## config.mk

```make
export PLATFORM = sky130hd
export DESIGN_NAME = nes_reader
export DESIGN_NICKNAME = d
export VERILOG_FILES = /design/src/rtl/nes_reader.sv
export SDC_FILE = /design/constraint.sdc
export NUM_CORES = 1
export LEC_CHECK = 0
export CAP_MARGIN = 15
export CORE_MARGIN = 5
export CORE_UTILIZATION = 45
export DETAILED_ROUTE_END_ITERATION = 12
export MAX_ROUTING_LAYER = met4
export RECOVER_POWER = 25
export SLEW_MARGIN = 20
export SYNTH_ARGS = -nofsm -noshare
export SYNTH_HDL_FRONTEND = slang
export SYNTH_SLANG_ARGS = --single-unit
```

## constraint.sdc

```tcl
create_clock -name clk -period 2.2 [get_ports clk]
set_input_delay 0.22 -clock clk [delete_from_list [all_inputs] [get_ports clk]]
set_output_delay 0.22 -clock clk [all_outputs]
set_load 0.005 [all_outputs]
```

## src/rtl/nes_reader.sv

```systemverilog
// Polls an NES controller: drives latch/pulse, samples active-low serial data, publishes active-high buttons.
// Latency: one frame every POLL_CYCLES cycles; results and valid strobe appear 16*HALF cycles after latch rises.
// Backpressure: none; valid is a one-cycle strobe, and buttons/pressed hold their values until the next frame.
module nes_reader #(
    parameter int HALF        = 300,
    parameter int POLL_CYCLES = 833333
) (
    input  logic       clk,
    input  logic       reset,
    input  logic       data_n,
    output logic       latch,
    output logic       pulse,
    output logic [7:0] buttons,
    output logic [7:0] pressed,
    output logic       valid
);

    localparam int PW = (POLL_CYCLES > 1) ? $clog2(POLL_CYCLES) : 1;
    localparam int HW = $clog2(2 * HALF);

    typedef enum logic [2:0] {
        IDLE,
        LATCH,
        PULSE_HI,
        PULSE_LO,
        DONE
    } state_t;

    state_t          state;
    state_t          state_n;
    logic [PW-1:0]   poll_cnt;
    logic [HW-1:0]   half_cnt;
    logic [2:0]      bit_idx;
    logic [7:0]      shift_reg;
    logic [7:0]      shift_next;
    logic            sync1;
    logic            sync2;
    logic            frame_start;
    logic            last_latch;
    logic            last_half;
    logic            sample;

    assign frame_start = (poll_cnt == PW'(POLL_CYCLES - 1));
    assign last_latch  = (half_cnt == HW'(2 * HALF - 1));
    assign last_half   = (half_cnt == HW'(HALF - 1));

    // Two-flop synchronizer for the asynchronous serial line; resets to the released (idle) level.
    always_ff @(posedge clk or posedge reset) begin
        if (reset) begin
            sync1 <= 1'b1;
            sync2 <= 1'b1;
        end else begin
            sync1 <= data_n;
            sync2 <= sync1;
        end
    end

    // Free-running frame timer; the wrap edge is the frame start.
    always_ff @(posedge clk or posedge reset) begin
        if (reset) begin
            poll_cnt <= '0;
        end else if (frame_start) begin
            poll_cnt <= '0;
        end else begin
            poll_cnt <= poll_cnt + 1'b1;
        end
    end

    // Next-state logic; sample marks the final cycle of LATCH and of each PULSE_LO phase.
    always_comb begin
        state_n    = state;
        sample     = 1'b0;
        shift_next = shift_reg;
        case (state)
            IDLE: begin
                if (frame_start) begin
                    state_n = LATCH;
                end
            end
            LATCH: begin
                if (last_latch) begin
                    sample  = 1'b1;
                    state_n = PULSE_HI;
                end
            end
            PULSE_HI: begin
                if (last_half) begin
                    state_n = PULSE_LO;
                end
            end
            PULSE_LO: begin
                if (last_half) begin
                    sample  = 1'b1;
                    state_n = (bit_idx == 3'd7) ? DONE : PULSE_HI;
                end
            end
            DONE: begin
                state_n = IDLE;
            end
            default: begin
                state_n = IDLE;
            end
        endcase
        if (sample) begin
            shift_next[bit_idx] = sync2;
        end
    end

    // State register and phase counter; the counter restarts whenever the phase changes.
    always_ff @(posedge clk or posedge reset) begin
        if (reset) begin
            state    <= IDLE;
            half_cnt <= '0;
        end else begin
            state    <= state_n;
            half_cnt <= (state_n != state) ? '0 : half_cnt + 1'b1;
        end
    end

    // Bit index and sample capture; index restarts at A on entry to LATCH.
    always_ff @(posedge clk or posedge reset) begin
        if (reset) begin
            bit_idx   <= '0;
            shift_reg <= '0;
        end else begin
            shift_reg <= shift_next;
            if (state == IDLE && state_n == LATCH) begin
                bit_idx <= '0;
            end else if (sample) begin
                bit_idx <= bit_idx + 1'b1;
            end
        end
    end

    // Registered outputs; buttons/pressed update on the edge entering DONE so they coincide with valid.
    always_ff @(posedge clk or posedge reset) begin
        if (reset) begin
            latch   <= 1'b0;
            pulse   <= 1'b0;
            valid   <= 1'b0;
            buttons <= '0;
            pressed <= '0;
        end else begin
            latch <= (state_n == LATCH);
            pulse <= (state_n == PULSE_HI);
            valid <= (state_n == DONE);
            if (sample && bit_idx == 3'd7) begin
                buttons <= ~shift_next;
                pressed <= ~shift_next & ~buttons;
            end
        end
    end

endmodule

```

Word level (Yosys, flattened, before mapping)
Index checks and enable logic that the tools add are counted.

storage, ports and cells
  flip-flop bits (word level) = 65
  bits of input ports = 3
  output and inout port bits = 19
  word-level logic and storage cells = 53

operators by class
  $add $sub $neg = 3
  magnitude comparators = 2
  equality and inequality tests = 11
  mux-type cells = 17
  bitwise operators = 3
  reductions and logical operators = 5

operators by type and width
  kind                     number
  $mux W3                  7
  $add A20 B1 Y20 const B  1
  $eq A20 B20 Y1 const B   1
  $mux W20                 1
  $not A8 Y8               2
  $pmux W3 S4              1
  $add A10 B1 Y10 const B  1
  $eq A10 B10 Y1 const B   1
  $eq A10 B9 Y1 const B    1
  $mux W10                 1
  $eq A3 B2 Y1 const B     3
  $and A8 B8 Y8            1
  $bwmux W8                1
  $mux W8                  1
  $eq A3 B1 Y1 const B     2
  $eq A3 B3 Y1 const B     2
  $lt A3 B4 Y1 const B     1
  $add A3 B1 Y3 const B    1
  $demux W1 S3             1
  $ge A3 B1 Y1 const B     1
  $logic_and A1 B1 Y1      3
  $logic_not A3 Y1         1
  $mux W1                  3
  $ne A3 B3 Y1             1
  2 further kinds          2

Depth between registers and ports, before layout
Gate-level depths: netlist (run 1).

  depth after elaboration = 8
  gate-level depth with buffers = 8
  depth with buffers taken out = 7

Worst setup path before layout (run 1)
No wires, ideal clock.

  path type = reg-to-reg
  from = reg half_cnt[0]
  to = reg pressed[0]
  library setup time = 0.092 ns
  arrival = 1.859 ns
  data required time = 2.108 ns
  setup slack = 0.250 ns
  cell stages (with the launch flop) = 8
  path buffers = 1
  clock period less this slack = 1.950 ns
  cell sequence = dfrtp_1 ha_1 and4bb_1 and4_1 buf_4 o211ai_1 mux2_4 o31ai_2

on the way
  longest elaborated chain between the ends = 6
  elaborated cells on any way between the ends = 9
  those cells by class = eq/ne: 2; mux: 4; bitwise: 2; reduce/logical: 1

RTL lines
  what                                             line    text
  start: declaration                               32      logic [HW-1:0] half_cnt;
  start signal: assignment                         116     half_cnt <= (state_n != state) ? '0 : half_cnt + 1'b1;
  $eq A10 B9 Y1 or $eq A10 B10 Y1 (tied branches)  45, 44
  $mux W1, on equally long branches                92, 81
  $pmux W1 S2 *                                    74      case (state)
  $mux W8 *                                        104     if (sample) begin
  via shift_next[0]                                35      logic [7:0] shift_next;
  $not A8 Y8 *                                     149     pressed <= ~shift_next & ~buttons;
  $and A8 B8 Y8 *                                  149
  end signal: assignment                           149
  end: declaration                                 14      output logic [7:0] pressed,

The timed path passes the listed nets; every way through them passes the cells marked *.
A chain may end at the register's enable or synchronous reset.

Worst setup path after layout (run 1)
  from = reg half_cnt[0]
  to = reg pressed[3]

The elaborated chain is that of the path after synthesis.

==> results of run 1 <==
-- timing repair --
action / in CTS / in global routing
resized for setup: 0 / 2
endpoints found under the hold margin: 0 / 0
setup endpoints to repair: 0 / 11
-- cells in the mapped netlist (all sizes together) (5+ instances only) --
master	count	share of area
mux2	8	0.039
ha	5	0.020
o211ai	6	0.015
inv	8	0.0098
xor2	11	0.031
nand2	26	0.032
nor2	32	0.039
and3	9	0.018
xnor2	13	0.037
o31ai	9	0.035
o21ai	11	0.019
nand3	12	0.020
nor2b	5	0.010
buf	7	0.015
dfrtp	63	0.51
and4	5	0.014
-- through the flow --
stage | cell area, sq um | worst slack (ps)
after floorplan | 3060 | 250
after global placement | 3390 | 153
after detailed placement | 3390 | 95.0
after CTS | 3600 | 92.3
after global routing | 3590 | 27.9
final | 3590 | 128
-- power breakdown --
| part | internal [mW] | switching [mW] | total, mW |
|---|---|---|---|
| Combinational | 0.00334 | 0.0224 | 0.0257 |
| Sequential | 1.20 | 0.00247 | 1.20 |
| Clock | 0.632 | 0.449 | 1.08 |
-- kinds of logic after synthesis --
group | count (synthesis) | synth area share
mux | 11 | 0.0490
fa+ha+maj | 5 | 0.0204
compound gates | 40 | 0.108
xor+xnor | 24 | 0.0687
buf+inv | 17 | 0.0274
simple gates | 111 | 0.194
flops | 65 | 0.532
-- path summary, 6_finish.rpt --
path                        startpoint    endpoint  cells past startpoint
setup / recovery           half_cnt[0]  pressed[3]                      6
hold / removal                   sync1       sync2                      0
setup reg to reg           half_cnt[0]  pressed[3]                      6
hold reg to reg                  sync1       sync2                      0
max in group asynchronous        reset  buttons[6]                      3
min in group asynchronous        reset  pressed[3]                      3
-- cells in the final DEF (no fill, tap or decap), types with 6 or more instances in the layout --
cell             instances
and3_1                   9
clkbuf_8                 9
clkdlybuf4s50_1         19
dfrtp_1                 63
inv_1                    7
mux2_4                   8
nand2_1                 26
nand3_1                 12
nor2_1                  32
o211ai_1                 6
o21ai_0                  9
o31ai_2                  8
xnor2_1                 13
xor2_1                  11
-- metal layers --
metal  wire length [um]  global-route usage  vias up
li1                   -                   -     1014
met1               2640               0.188      964
met2               2420               0.211       30
met3                177              0.0301       10
met4                123              0.0854        0
met5                  0                   -        -
-- cell type report --
class | instances | share of cell area
Clock buffer | 10 | 0.0356
Multi-Input combinational cell | 191 | 0.377
Clock inverter | 6 | 0.0230
Inverter | 8 | 0.00837
Tap cell | 80 | 0.0279
Sequential cell | 65 | 0.454
Timing Repair Buffer | 27 | 0.0740
==> impl_results.rst, run 1 <==
.. list-table::
   :header-rows: 1

   * - Metric
     - Value
   * - Total power draw
     - 2.31 mW
   * - Die Height
     - 92.5 um
   * - Registers with the most flip-flops
     - poll_cnt: 20 flops, half_cnt: 10 flops
   * - Distinct cells, synth
     - 48
   * - Setup slack, reg-to-reg
     - roughly 130 ps
   * - IR Drop Worst-Case VDD
     - 0.329 mV
   * - Worst hold path type
     - flip-flop to flip-flop
   * - Number of levels the H-tree was split into
     - 3
   * - Port buffer count
     - 21
   * - Wire length of the first global-routing pass
     - roughly 9500 um
   * - Prevailing post-synth register cell
     - dfrtp_1
   * - Number of buffers on the longest clock path
     - 2
   * - Vias in the first global route
     - 1986
   * - Hold Buf Count CTS
     - 0
   * - Area of the mapped netlist
     - 3060 sq um
   * - Via total after detailed routing
     - 2018
   * - Placed cells
     - roughly 370
   * - Worst-Skew Late Latency
     - 340 ps
   * - Critical Path Slowest Stage Cell
     - dfrtp_1
   * - Number of flops mapped to enable cells by yosys
     - 0
   * - Core area
     - between 6000 and 7000 sq um
   * - Post-Layout Cell Count
     - ~390
   * - Total count of max-transition violations in the final report
     - 66
   * - Ordered cell list for the critical path
     - ha_1 -> and3b_1 -> and4_2 -> o211ai_1 -> mux2_4 -> o31ai_2
   * - Register area
     - about 1600 sq um
   * - Final-layout setup total negative slack
     - 0 ps
   * - Crit. End Element
     - flip-flop
   * - Run status
     - finished, violations left
   * - Aggregate global-route resource usage
     - 0.145
   * - Proportion of layout cells with a drive suffix above 1
     - 0.160
   * - Number of top-level design ports
     - 22
   * - Leftover overflow at the end of global routing
     - 0
   * - Final setup vio count
     - 0
   * - First-pass iteration count of the detailed router
     - 4
   * - Post-DP HPWL
     - 3670 um
   * - RSZ-0062 raised after global routing
     - no
   * - WHS
     - approximately 360 ps
   * - Fill count
     - 596
   * - Row cnt
     - 30
   * - Maximum achievable frequency
     - 483 MHz
   * - Layout Nets
     - 310
   * - Synth Net Count
     - 281
   * - Count of buffering cells on the critical path with inverters included
     - 0
   * - Largest net degree at the start of global routing
     - 66
   * - Antenna violations before repair
     - 0
   * - Top fanout value on the critical path
     - 10
   * - Register with the most flip-flops
     - poll_cnt
   * - Worst relative slew slack
     - -0.0409
   * - Crit-path leading delay family
     - simple AND/OR/NAND/NOR gates
   * - Leak Pwr
     - between 1.5 and 2 nW
   * - WL final
     - 5360 um
   * - Final number of hold-violating endpoints
     - 0
   * - Number of standard cells after synthesis
     - 273
   * - Average footprint of a synthesized cell
     - 11.2 sq um
   * - Iteration-0 DRC count of the detailed router
     - 20
   * - Root cell of the clock tree
     - clkbuf_8
   * - Antenna Diode Count
     - 0
   * - Clock transition at path regs
     - 70 ps
   * - CP Launch Type
     - flip-flop
   * - Final cell utilization of the core
     - 0.534
   * - Warnings, synthesis
     - 0
   * - Max-cap violations
     - 1
   * - Residual DRC count
     - 0
   * - Total number of clock tree sinks
     - 65
   * - Critical path start-end classification
     - flip-flop to flip-flop
   * - Flip-flop count of the largest register, all copies and words added
     - 20
   * - Die W
     - 92.5 um
   * - Final GP Congestion
     - between 0.7 and 0.8
   * - Number of buffers inserted to repair setup after CTS
     - 0
   * - Worst setup skew after layout
     - 8.13 ps
   * - Vias per Instance
     - between 5 and 6
   * - Post-route antenna net violation count
     - 0
   * - Floorplan die area
     - 8550 sq um
   * - Clock tree from TritonCTS
     - built
   * - CP Data Required Time
     - 2460 ps
   * - Fin crit period
     - 2070 ps
   * - Routed WL per cell
     - roughly 14 um
   * - Area occupied by multi-input gates
     - ~1400 sq um
   * - Violations in the final reports
     - capacitance limit, slew limit
   * - Actual slew at the worst max-slew pin
     - 1560 ps
   * - Final worst-path cycle share
     - 0.942
   * - Synthesis-stage register bit count
     - 65
   * - Power per cell area
     - 643 nW/um^2
   * - Slowest cell delay on critical path
     - 410 ps
   * - Sequential cell area fraction in the yosys report
     - 0.532
   * - Asr flop ratio synth
     - 1.00
   * - Starting Density
     - 0.456
   * - Synthesis-to-finish area growth
     - 17.1%
   * - Worst endpoint data arrival time
     - 2330 ps
   * - Number of buffers inserted during clock tree synthesis
     - 9
(Power assumes the default switching activity.)
==> run 2, diff against run 1 <==
--- a/config.mk
+++ b/config.mk
@@ -11,6 +11,7 @@
 export DETAILED_ROUTE_END_ITERATION = 12
 export MAX_ROUTING_LAYER = met4
 export RECOVER_POWER = 25
+export SKIP_LAST_GASP = 1
 export SLEW_MARGIN = 20
 export SYNTH_ARGS = -nofsm -noshare
 export SYNTH_HDL_FRONTEND = slang
==> results of run 2 <==
The final DEF is identical to that of run 1; final timing and power are the same.
==> run 3, diff against run 2 <==
--- a/config.mk
+++ b/config.mk
@@ -10,7 +10,7 @@
 export CORE_UTILIZATION = 45
 export DETAILED_ROUTE_END_ITERATION = 12
 export MAX_ROUTING_LAYER = met4
-export RECOVER_POWER = 25
+export RECOVER_POWER = 50
 export SKIP_LAST_GASP = 1
 export SLEW_MARGIN = 20
 export SYNTH_ARGS = -nofsm -noshare
==> constraint.sdc (replaced) <==
create_clock -name clk -period 2.2 [get_ports clk]
set_input_delay 0.22 -clock clk [delete_from_list [all_inputs] [get_ports clk]]
set_output_delay 0.22 -clock clk [all_outputs]
set_load 0.05 [all_outputs]
==> results of run 3 <==
The final DEF is identical to that of run 1; final timing and power are the same.
